File: config.mk
export PLATFORM = sky130hd
export DESIGN_NAME = zigzag_stream
export DESIGN_NICKNAME = d
export VERILOG_FILES = /design/src/rtl/zigzag_pkg.sv /design/src/rtl/zz_bank.sv /design/src/rtl/zigzag_stream.sv
export SDC_FILE = /design/constraint.sdc
export NUM_CORES = 2
export LEC_CHECK = 0
export ABC_CLOCK_PERIOD_IN_PS = 6400
export CAP_MARGIN = 10
export CORE_ASPECT_RATIO = 1.4
export CORE_UTILIZATION = 63
export CTS_BUF_LIST = sky130_fd_sc_hd__clkbuf_4
export CTS_CLUSTER_DIAMETER = 120
export DETAILED_ROUTE_END_ITERATION = 6
export PLACE_DENSITY = 0.89
export SETUP_SLACK_MARGIN = 0.05
export SLEW_MARGIN = 20
export SYNTH_ARGS = -nofsm -noshare
export SYNTH_HDL_FRONTEND = slang
export SYNTH_HIERARCHICAL = 1
export SYNTH_SLANG_ARGS = --single-unit
File: constraint.sdc
create_clock -name clk -period 6.4 [get_ports clk]
set_input_delay 0.96 -clock clk [delete_from_list [all_inputs] [get_ports clk]]
set_output_delay 0.96 -clock clk [all_outputs]
set_load 0.02 [all_outputs]
File: src/rtl/zigzag_pkg.sv
// -----------------------------------------------------------------------------
// zigzag_pkg
// Shared constants for the zig-zag block streamer:
//   BLK_SIZE / IDX_W : coefficients per 8x8 block and coefficient index width
//   MODE_ZIGZAG / MODE_RASTER : readout order encodings
//   ZZ_ORDER  : JPEG zig-zag index -> raster position table
//   order_idx : maps (mode, stream index) to the raster address to read
// -----------------------------------------------------------------------------
package zigzag_pkg;

  localparam int BLK_SIZE = 64;
  localparam int IDX_W    = 6;

  localparam logic MODE_ZIGZAG = 1'b0;
  localparam logic MODE_RASTER = 1'b1;

  localparam logic [IDX_W-1:0] ZZ_ORDER [0:BLK_SIZE-1] = '{
    6'd0,  6'd1,  6'd8,  6'd16, 6'd9,  6'd2,  6'd3,  6'd10,
    6'd17, 6'd24, 6'd32, 6'd25, 6'd18, 6'd11, 6'd4,  6'd5,
    6'd12, 6'd19, 6'd26, 6'd33, 6'd40, 6'd48, 6'd41, 6'd34,
    6'd27, 6'd20, 6'd13, 6'd6,  6'd7,  6'd14, 6'd21, 6'd28,
    6'd35, 6'd42, 6'd49, 6'd56, 6'd57, 6'd50, 6'd43, 6'd36,
    6'd29, 6'd22, 6'd15, 6'd23, 6'd30, 6'd37, 6'd44, 6'd51,
    6'd58, 6'd59, 6'd52, 6'd45, 6'd38, 6'd31, 6'd39, 6'd46,
    6'd53, 6'd60, 6'd61, 6'd54, 6'd47, 6'd55, 6'd62, 6'd63
  };

  // Raster address of stream position idx for the given readout order.
  function automatic logic [IDX_W-1:0] order_idx(input logic mode,
                                                 input logic [IDX_W-1:0] idx);
    if (mode == MODE_ZIGZAG) begin
      return ZZ_ORDER[idx];
    end else begin
      return idx;
    end
  endfunction

endpackage : zigzag_pkg

File: src/rtl/zz_bank.sv
// -----------------------------------------------------------------------------
// zz_bank
// One 8x8 coefficient block store: parallel load of a whole block, indexed
// single-coefficient read.
//   clk, rst   : clock, asynchronous active-low reset (clears contents)
//   ena        : clock enable
//   load       : capture din on this edge (qualified by ena)
//   din        : flat block, element k at [k*DWIDTH +: DWIDTH]
//   raddr      : raster address of the coefficient to read
//   rdata      : coefficient at raddr (combinational read)
// -----------------------------------------------------------------------------
module zz_bank
  import zigzag_pkg::*;
#(
  parameter int DWIDTH = 12
) (
  input  logic                       clk,
  input  logic                       rst,
  input  logic                       ena,
  input  logic                       load,
  input  logic [BLK_SIZE*DWIDTH-1:0] din,
  input  logic [IDX_W-1:0]           raddr,
  output logic [DWIDTH-1:0]          rdata
);

  logic [DWIDTH-1:0] mem_r [0:BLK_SIZE-1];

  // Block storage: cleared on reset so no stale coefficient survives it.
  always_ff @(posedge clk or negedge rst) begin
    if (!rst) begin
      for (int i = 0; i < BLK_SIZE; i++) begin
        mem_r[i] <= '0;
      end
    end else if (ena && load) begin
      for (int i = 0; i < BLK_SIZE; i++) begin
        mem_r[i] <= din[i*DWIDTH +: DWIDTH];
      end
    end
  end

  assign rdata = mem_r[raddr];

endmodule : zz_bank

File: src/rtl/zigzag_stream.sv
// -----------------------------------------------------------------------------
// zigzag_stream
// Accepts a full 8x8 block on a parallel bus into a ping-pong pair of banks
// and streams it out one coefficient per cycle in zig-zag or raster order.
//   clk, rst     : clock, asynchronous active-low reset
//   ena          : clock enable; all state holds while low
//   din          : block, element r*8+c at [(r*8+c)*DWIDTH +: DWIDTH]
//   din_valid    : block present on din
//   din_ready    : a bank is free (combinational from the full flags)
//   mode_sel_en  : take readout order from mode instead of DEF_MODE
//   mode         : readout order for the block being accepted
//   dout         : registered output coefficient
//   dout_valid   : dout holds a coefficient
//   dout_ready   : downstream takes dout
//   dout_sob     : dout is coefficient 0 of its block
//   dout_eob     : dout is coefficient 63 of its block
// -----------------------------------------------------------------------------
module zigzag_stream
  import zigzag_pkg::*;
#(
  parameter int   DWIDTH   = 12,
  parameter logic DEF_MODE = 1'b0
) (
  input  logic                       clk,
  input  logic                       rst,
  input  logic                       ena,
  input  logic [BLK_SIZE*DWIDTH-1:0] din,
  input  logic                       din_valid,
  output logic                       din_ready,
  input  logic                       mode_sel_en,
  input  logic                       mode,
  output logic [DWIDTH-1:0]          dout,
  output logic                       dout_valid,
  input  logic                       dout_ready,
  output logic                       dout_sob,
  output logic                       dout_eob
);

  logic              wr_ptr_r;
  logic              rd_ptr_r;
  logic [1:0]        full_r;
  logic [1:0]        mode_r;
  logic [IDX_W-1:0]  idx_r;
  logic [DWIDTH-1:0] dout_r;
  logic              dout_valid_r;
  logic              dout_sob_r;
  logic              dout_eob_r;

  logic              accept_s;
  logic              load_s;
  logic              last_s;
  logic              new_mode_s;
  logic [1:0]        bank_load_s;
  logic [IDX_W-1:0]  raddr_s;
  logic [DWIDTH-1:0] bank_rdata_s [0:1];
  logic [DWIDTH-1:0] rdata_s;

  // The write bank is never the full bank being drained, so accept and
  // drain always target different banks.
  assign din_ready  = rst & ~full_r[wr_ptr_r];
  assign accept_s   = ena & din_valid & din_ready;
  assign load_s     = ena & full_r[rd_ptr_r] & (~dout_valid_r | dout_ready);
  assign last_s     = (idx_r == 6'd63);
  assign new_mode_s = mode_sel_en ? mode : DEF_MODE;
  assign raddr_s    = order_idx(mode_r[rd_ptr_r], idx_r);
  assign rdata_s    = rd_ptr_r ? bank_rdata_s[1] : bank_rdata_s[0];

  for (genvar b = 0; b < 2; b++) begin : g_bank
    assign bank_load_s[b] = accept_s & (wr_ptr_r == b[0]);

    zz_bank #(
      .DWIDTH (DWIDTH)
    ) u_bank (
      .clk   (clk),
      .rst   (rst),
      .ena   (ena),
      .load  (bank_load_s[b]),
      .din   (din),
      .raddr (raddr_s),
      .rdata (bank_rdata_s[b])
    );
  end

  // Bank bookkeeping: write/read pointers, full flags, per-bank mode, index.
  always_ff @(posedge clk or negedge rst) begin
    if (!rst) begin
      wr_ptr_r <= 1'b0;
      rd_ptr_r <= 1'b0;
      full_r   <= 2'b00;
      mode_r   <= 2'b00;
      idx_r    <= 6'd0;
    end else begin
      if (accept_s) begin
        full_r[wr_ptr_r] <= 1'b1;
        mode_r[wr_ptr_r] <= new_mode_s;
        wr_ptr_r         <= ~wr_ptr_r;
      end
      if (load_s) begin
        if (last_s) begin
          full_r[rd_ptr_r] <= 1'b0;
          rd_ptr_r         <= ~rd_ptr_r;
          idx_r            <= 6'd0;
        end else begin
          idx_r <= idx_r + 6'd1;
        end
      end
    end
  end

  // Output register: loads the next coefficient or empties when drained.
  always_ff @(posedge clk or negedge rst) begin
    if (!rst) begin
      dout_r       <= '0;
      dout_valid_r <= 1'b0;
      dout_sob_r   <= 1'b0;
      dout_eob_r   <= 1'b0;
    end else if (load_s) begin
      dout_r       <= rdata_s;
      dout_valid_r <= 1'b1;
      dout_sob_r   <= (idx_r == 6'd0);
      dout_eob_r   <= last_s;
    end else if (ena && dout_ready) begin
      dout_valid_r <= 1'b0;
    end
  end

  assign dout       = dout_r;
  assign dout_valid = dout_valid_r;
  assign dout_sob   = dout_sob_r;
  assign dout_eob   = dout_eob_r;

endmodule : zigzag_stream

==> run summary <==
The run finished with clean final reports. The share of synthesized area spent on multiplexers is 38.6%. The first-pass iteration count of the detailed router came out at 5. The placed instance count is roughly 6.4k. The min-delay analysis places its worst path in the category primary input to async pin. Summing all multi-input logic gate instances after layout gives 0.0299 mm². The synthesized netlist devotes 2.40% of its cell area to compound gates.

The critical path endpoint category is a flip-flop. The height of the chip came out at 397 µm. Summing the areas of all and, or, nand and nor instances in the mapped netlist gives under 10% of the synthesized area.

The power density of the placed cells came out at 568 mW/mm². The analysis attributes to cell leakage a power of 38.3 nW. The fraction of registers with async set or reset after synthesis came out at 100%.

After routing the design area is roughly 0.085 mm². The cell with the biggest individual delay on the critical path is sky130_fd_sc_hd__dfrtp_1. The cell count after synthesis is about 4.3k. Summing over every cut layer, the via total after detailed routing is 45.3k.

The post-place setup slack came out at 0.860 ns. The clock tree synthesis step divided the H-tree into 5 levels. The wire-length estimate of the detail-placed layout is 155 mm. The worst hold slack after final layout is 0.310 ns. For the pin with the worst max-slew slack, the measured transition is 1.16 ns.

The max-slew violation count is 0. In this run the cell area measured after placement is between 0.07 and 0.08 mm². The root buffer cell is sky130_fd_sc_hd__clkbuf_4. For this run the aggregate overflow at the end of global routing stands at 0. The number of buffers added on ports is 790. After clock tree synthesis, the repair step resized 0 gates. The number of failing setup endpoints in the final timing report came out at 0. The synthesized netlist devotes less than 1% of its cell area to XOR and XNOR gates.

For the worst-skew pair, the clock arrives at the later sink with an insertion delay of 1.29 ns. The total negative slack came out at 0 ns. The biggest cell delay along the critical path is 0.77 ns. The clock period could shrink to 5.64 ns. The net count of the finished layout came out at 6079. The setup path with the least slack is of type flip-flop to flip-flop. The area growth from synthesis to layout came out at 20.3%.

The max-capacitance violation count is 0. The number of fill cells is 6393. The effective utilization at floorplan came out at 63.7%.

The wire length of the first global-routing pass is 311 mm. TritonCTS built the clock tree. In this run the count of I/O pins placed on the die edge is slightly below 800. The horizontal die dimension is approximately 280 µm. The largest voltage drop on the vdd net came out at 0.000479 V. During synthesis, Yosys emitted a total of 6 warnings. The design draws about 48 mW. The average via count per standard cell is 6.41. The fraction of final layout cells sized beyond drive strength 1 is 46.9%.

The signal on the critical path passes through inv_1 -> ha_1 -> mux2_2 -> mux4_2 -> o2bb2ai_1 -> o21ai_4 -> buf_12 -> buf_4 -> mux4_2 -> o22ai_1 -> nor3_1 -> a22o_1 -> mux2i_1 -> o21ai_0. For this run, the leading register cell type out of synthesis is sky130_fd_sc_hd__dfrtp_1. The total DRC errors in the routed layout came out at 0.

The number of standard cells in the layout, taps in and fillers out came out at a little over 7k. By area, the combinational part of the netlist is dominated by multiplexers. The final number of hold-violating endpoints is 0. Setup repair after global routing left no endpoint under its margin. In this run the core area contains between 100 and 150 standard-cell rows. The post-synthesis sequential element count is 1563. The remaining max-slew budget at the tightest pin is 22.4%.

The number of library cell types mapped by synthesis is 49. Once layout is complete, the utilization of the core stands at 76.6%. STA puts the critical path data arrival time at roughly 6.7 ns. At the worst endpoint, the required time is 7.49 ns. The initial antenna violation count came out at 91. In this design, the critical path's most frequently occurring cell is sky130_fd_sc_hd__mux4_2. After floorplanning, the core was sized to cover 0.110 mm². The last weighted congestion value of the routability-driven placer is ~0.95. The clock-pin slew on the worst setup and hold paths came out at ~0.07 ns. Summing the areas of all fa, ha and maj instances in the mapped netlist gives less than 1% of the synthesized area. STA classifies the critical path startpoint as a flip-flop.

The mean routed wirelength per cell came out at between 30 and 40 µm. The wire length after detailed routing came out at 213 mm. The number of buffers created by CTS is ~380.

The total nets after synthesis came out at 5127. The synthesized area per cell is between 15 and 20 µm². The maximum fanout encountered on the critical timing path came out at 49. The sequential cell area is 0.0391 mm². The number of sinks handled by clock tree synthesis came out at 1563. The sequential area share after synthesis is 55.6%. After layout, the worst path uses 88.1% of the clock period.

The via count of the first global-routing pass is 49.1k. The largest net degree at the start of global routing came out at 207. The post-route antenna net violation count is 0.

For this block, the initial DRC count from the detailed router was around 4.2k. The die footprint came out at about 0.11 mm². Between clock sinks in the finished design, the worst skew comes to 0.0943 ns. The synthesized cell area came out at 0.0703 mm².

The number of flops mapped to enable cells by yosys came out at 0. The combined global-route utilization of all metal layers is 38.1%. The maximum clock frequency came out at approximately 180 MHz. The maximum count of clock buffers along a single path is 4. The worst path setup slack after routing came out at 0.759 ns.
cells in the final DEF, fill, tap and decap left out, types with 3 or more instances in the layout:
cell	count
sky130_fd_sc_hd__mux2i_1	50
sky130_fd_sc_hd__clkinv_1	64
sky130_fd_sc_hd__a21oi_1	39
sky130_fd_sc_hd__mux2_2	1543
sky130_fd_sc_hd__buf_4	52
sky130_fd_sc_hd__ha_1	13
sky130_fd_sc_hd__inv_1	9
sky130_fd_sc_hd__mux4_1	22
sky130_fd_sc_hd__o32ai_1	22
sky130_fd_sc_hd__o21ai_0	50
sky130_fd_sc_hd__clkbuf_4	544
sky130_fd_sc_hd__buf_16	4
sky130_fd_sc_hd__nand3b_1	7
sky130_fd_sc_hd__nand2b_1	14
sky130_fd_sc_hd__nand3_1	8
sky130_fd_sc_hd__o221ai_1	3
sky130_fd_sc_hd__a31oi_1	5
sky130_fd_sc_hd__diode_2	60
sky130_fd_sc_hd__inv_2	7
sky130_fd_sc_hd__nor2_1	58
sky130_fd_sc_hd__clkdlybuf4s50_1	789
sky130_fd_sc_hd__nor2b_1	6
sky130_fd_sc_hd__o211ai_1	3
sky130_fd_sc_hd__mux4_2	385
sky130_fd_sc_hd__nor3_1	25
sky130_fd_sc_hd__or3_1	3
sky130_fd_sc_hd__buf_12	34
sky130_fd_sc_hd__o22ai_1	90
sky130_fd_sc_hd__clkinv_2	12
sky130_fd_sc_hd__dfrtp_1	1563
sky130_fd_sc_hd__a22o_1	24
sky130_fd_sc_hd__nand2_1	43
cells by family (layout without fill, tap and decap cells):
logic type               after synthesis  count (layout)
flip-flops                          1563            1563
buffers and inverters                324            1520
AO/OA/AOI/OAI                        262             262
AND/OR/NAND/NOR                      173             173
XOR/XNOR                               4               4
adder cells (fa/ha/maj)               13              13
multiplexers                        2000            2000
other                                  0              60
cells in the mapped netlist, types with 6 or more instances:
cell                       instances  share of area [%]
sky130_fd_sc_hd__mux4_1           22               0.82
sky130_fd_sc_hd__mux4_2          385                 12
sky130_fd_sc_hd__nand3_1           8              0.057
sky130_fd_sc_hd__nor2_1           58               0.31
sky130_fd_sc_hd__o21ai_0          51               0.36
sky130_fd_sc_hd__nand2b_1         14               0.12
sky130_fd_sc_hd__buf_6             7               0.11
sky130_fd_sc_hd__buf_1            13              0.069
sky130_fd_sc_hd__nand3b_1          7              0.075
sky130_fd_sc_hd__buf_2            66               0.47
sky130_fd_sc_hd__o32ai_1          22               0.27
sky130_fd_sc_hd__a21oi_1          39               0.28
sky130_fd_sc_hd__nand2_1          45               0.24
sky130_fd_sc_hd__buf_4            20               0.21
sky130_fd_sc_hd__mux2i_1          50               0.71
sky130_fd_sc_hd__mux2_2         1543                 25
sky130_fd_sc_hd__clkbuf_1        209                1.1
sky130_fd_sc_hd__nor3_1           25               0.18
sky130_fd_sc_hd__nor2b_1           6              0.053
sky130_fd_sc_hd__dfrtp_1        1563                 56
sky130_fd_sc_hd__ha_1             13               0.23
sky130_fd_sc_hd__o22ai_1          90               0.80
sky130_fd_sc_hd__inv_1             9              0.048
sky130_fd_sc_hd__a22o_1           25               0.31
area by class of cell:
class / count / area share [%]
clock inverters: 86 / 0.466
flip-flops and latches: 1563 / 46.2
repair buffers: 881 / 10.8
clock buffers: 544 / 4.83
well taps: 1460 / 2.16
inverters: 9 / 0.0399
multi-input cells: 2452 / 35.3
diodes: 60 / 0.177
timing repair:
action / CTS / global route
setup buffers: 0 / 0
endpoints found under the hold margin: 88 / 0
hold buffers: 1 / 0
final timing paths:
check	start	endpoint	slack [ns]	depth (start not counted)
min in group clk	din[518]	g_bank[0].u_bank/mem_r[242]	0.31	2
hold reg to reg	dout[9]	dout[9]	0.49	2
setup / recovery	idx_r[0]	dout[7]	0.76	14
setup reg to reg	idx_r[0]	dout[7]	0.76	14
hold / removal	rst	g_bank[1].u_bank/mem_r[118]	0.31	2
max in group asynchronous	rst	g_bank[0].u_bank/mem_r[58]	3.14	6
worst max-delay path, delay by kind of cell (launching register included):
kind            cells  cell delay, ns
mux                 4            1.50
compound gates      5            1.42
buf+inv             3            0.96
flops               1            0.77
fa+ha+maj           1            0.47
simple gates        1            0.29
report_power, final:
group | switching [mW] | internal (mW)
clock | 3.88 | 3.96
sequential | 2.62 | 14.5
combinational | 11.6 | 11.5
registers in the layout (all words and copies together), names as in the netlist:
name                 flops
mode_r                   2
g_bank.u_bank/mem_r   1536
dout_eob                 1
dout_valid               1
dout_sob                 1
full_r                   2
wr_ptr_r                 1
rd_ptr_r                 1
dout                    12
idx_r                    6
routing by layer:
metal / wire length [µm] / GRT usage, % / share of wire, %
met4: 15600 / 27.2 / 7.3
met2: 106000 / 61.4 / 50
met5: 403 / 0 / 0.19
met1: 74600 / 44.3 / 35
met3: 17000 / 10.4 / 8.0
Note: power is estimated with default switching activity, not from simulation.
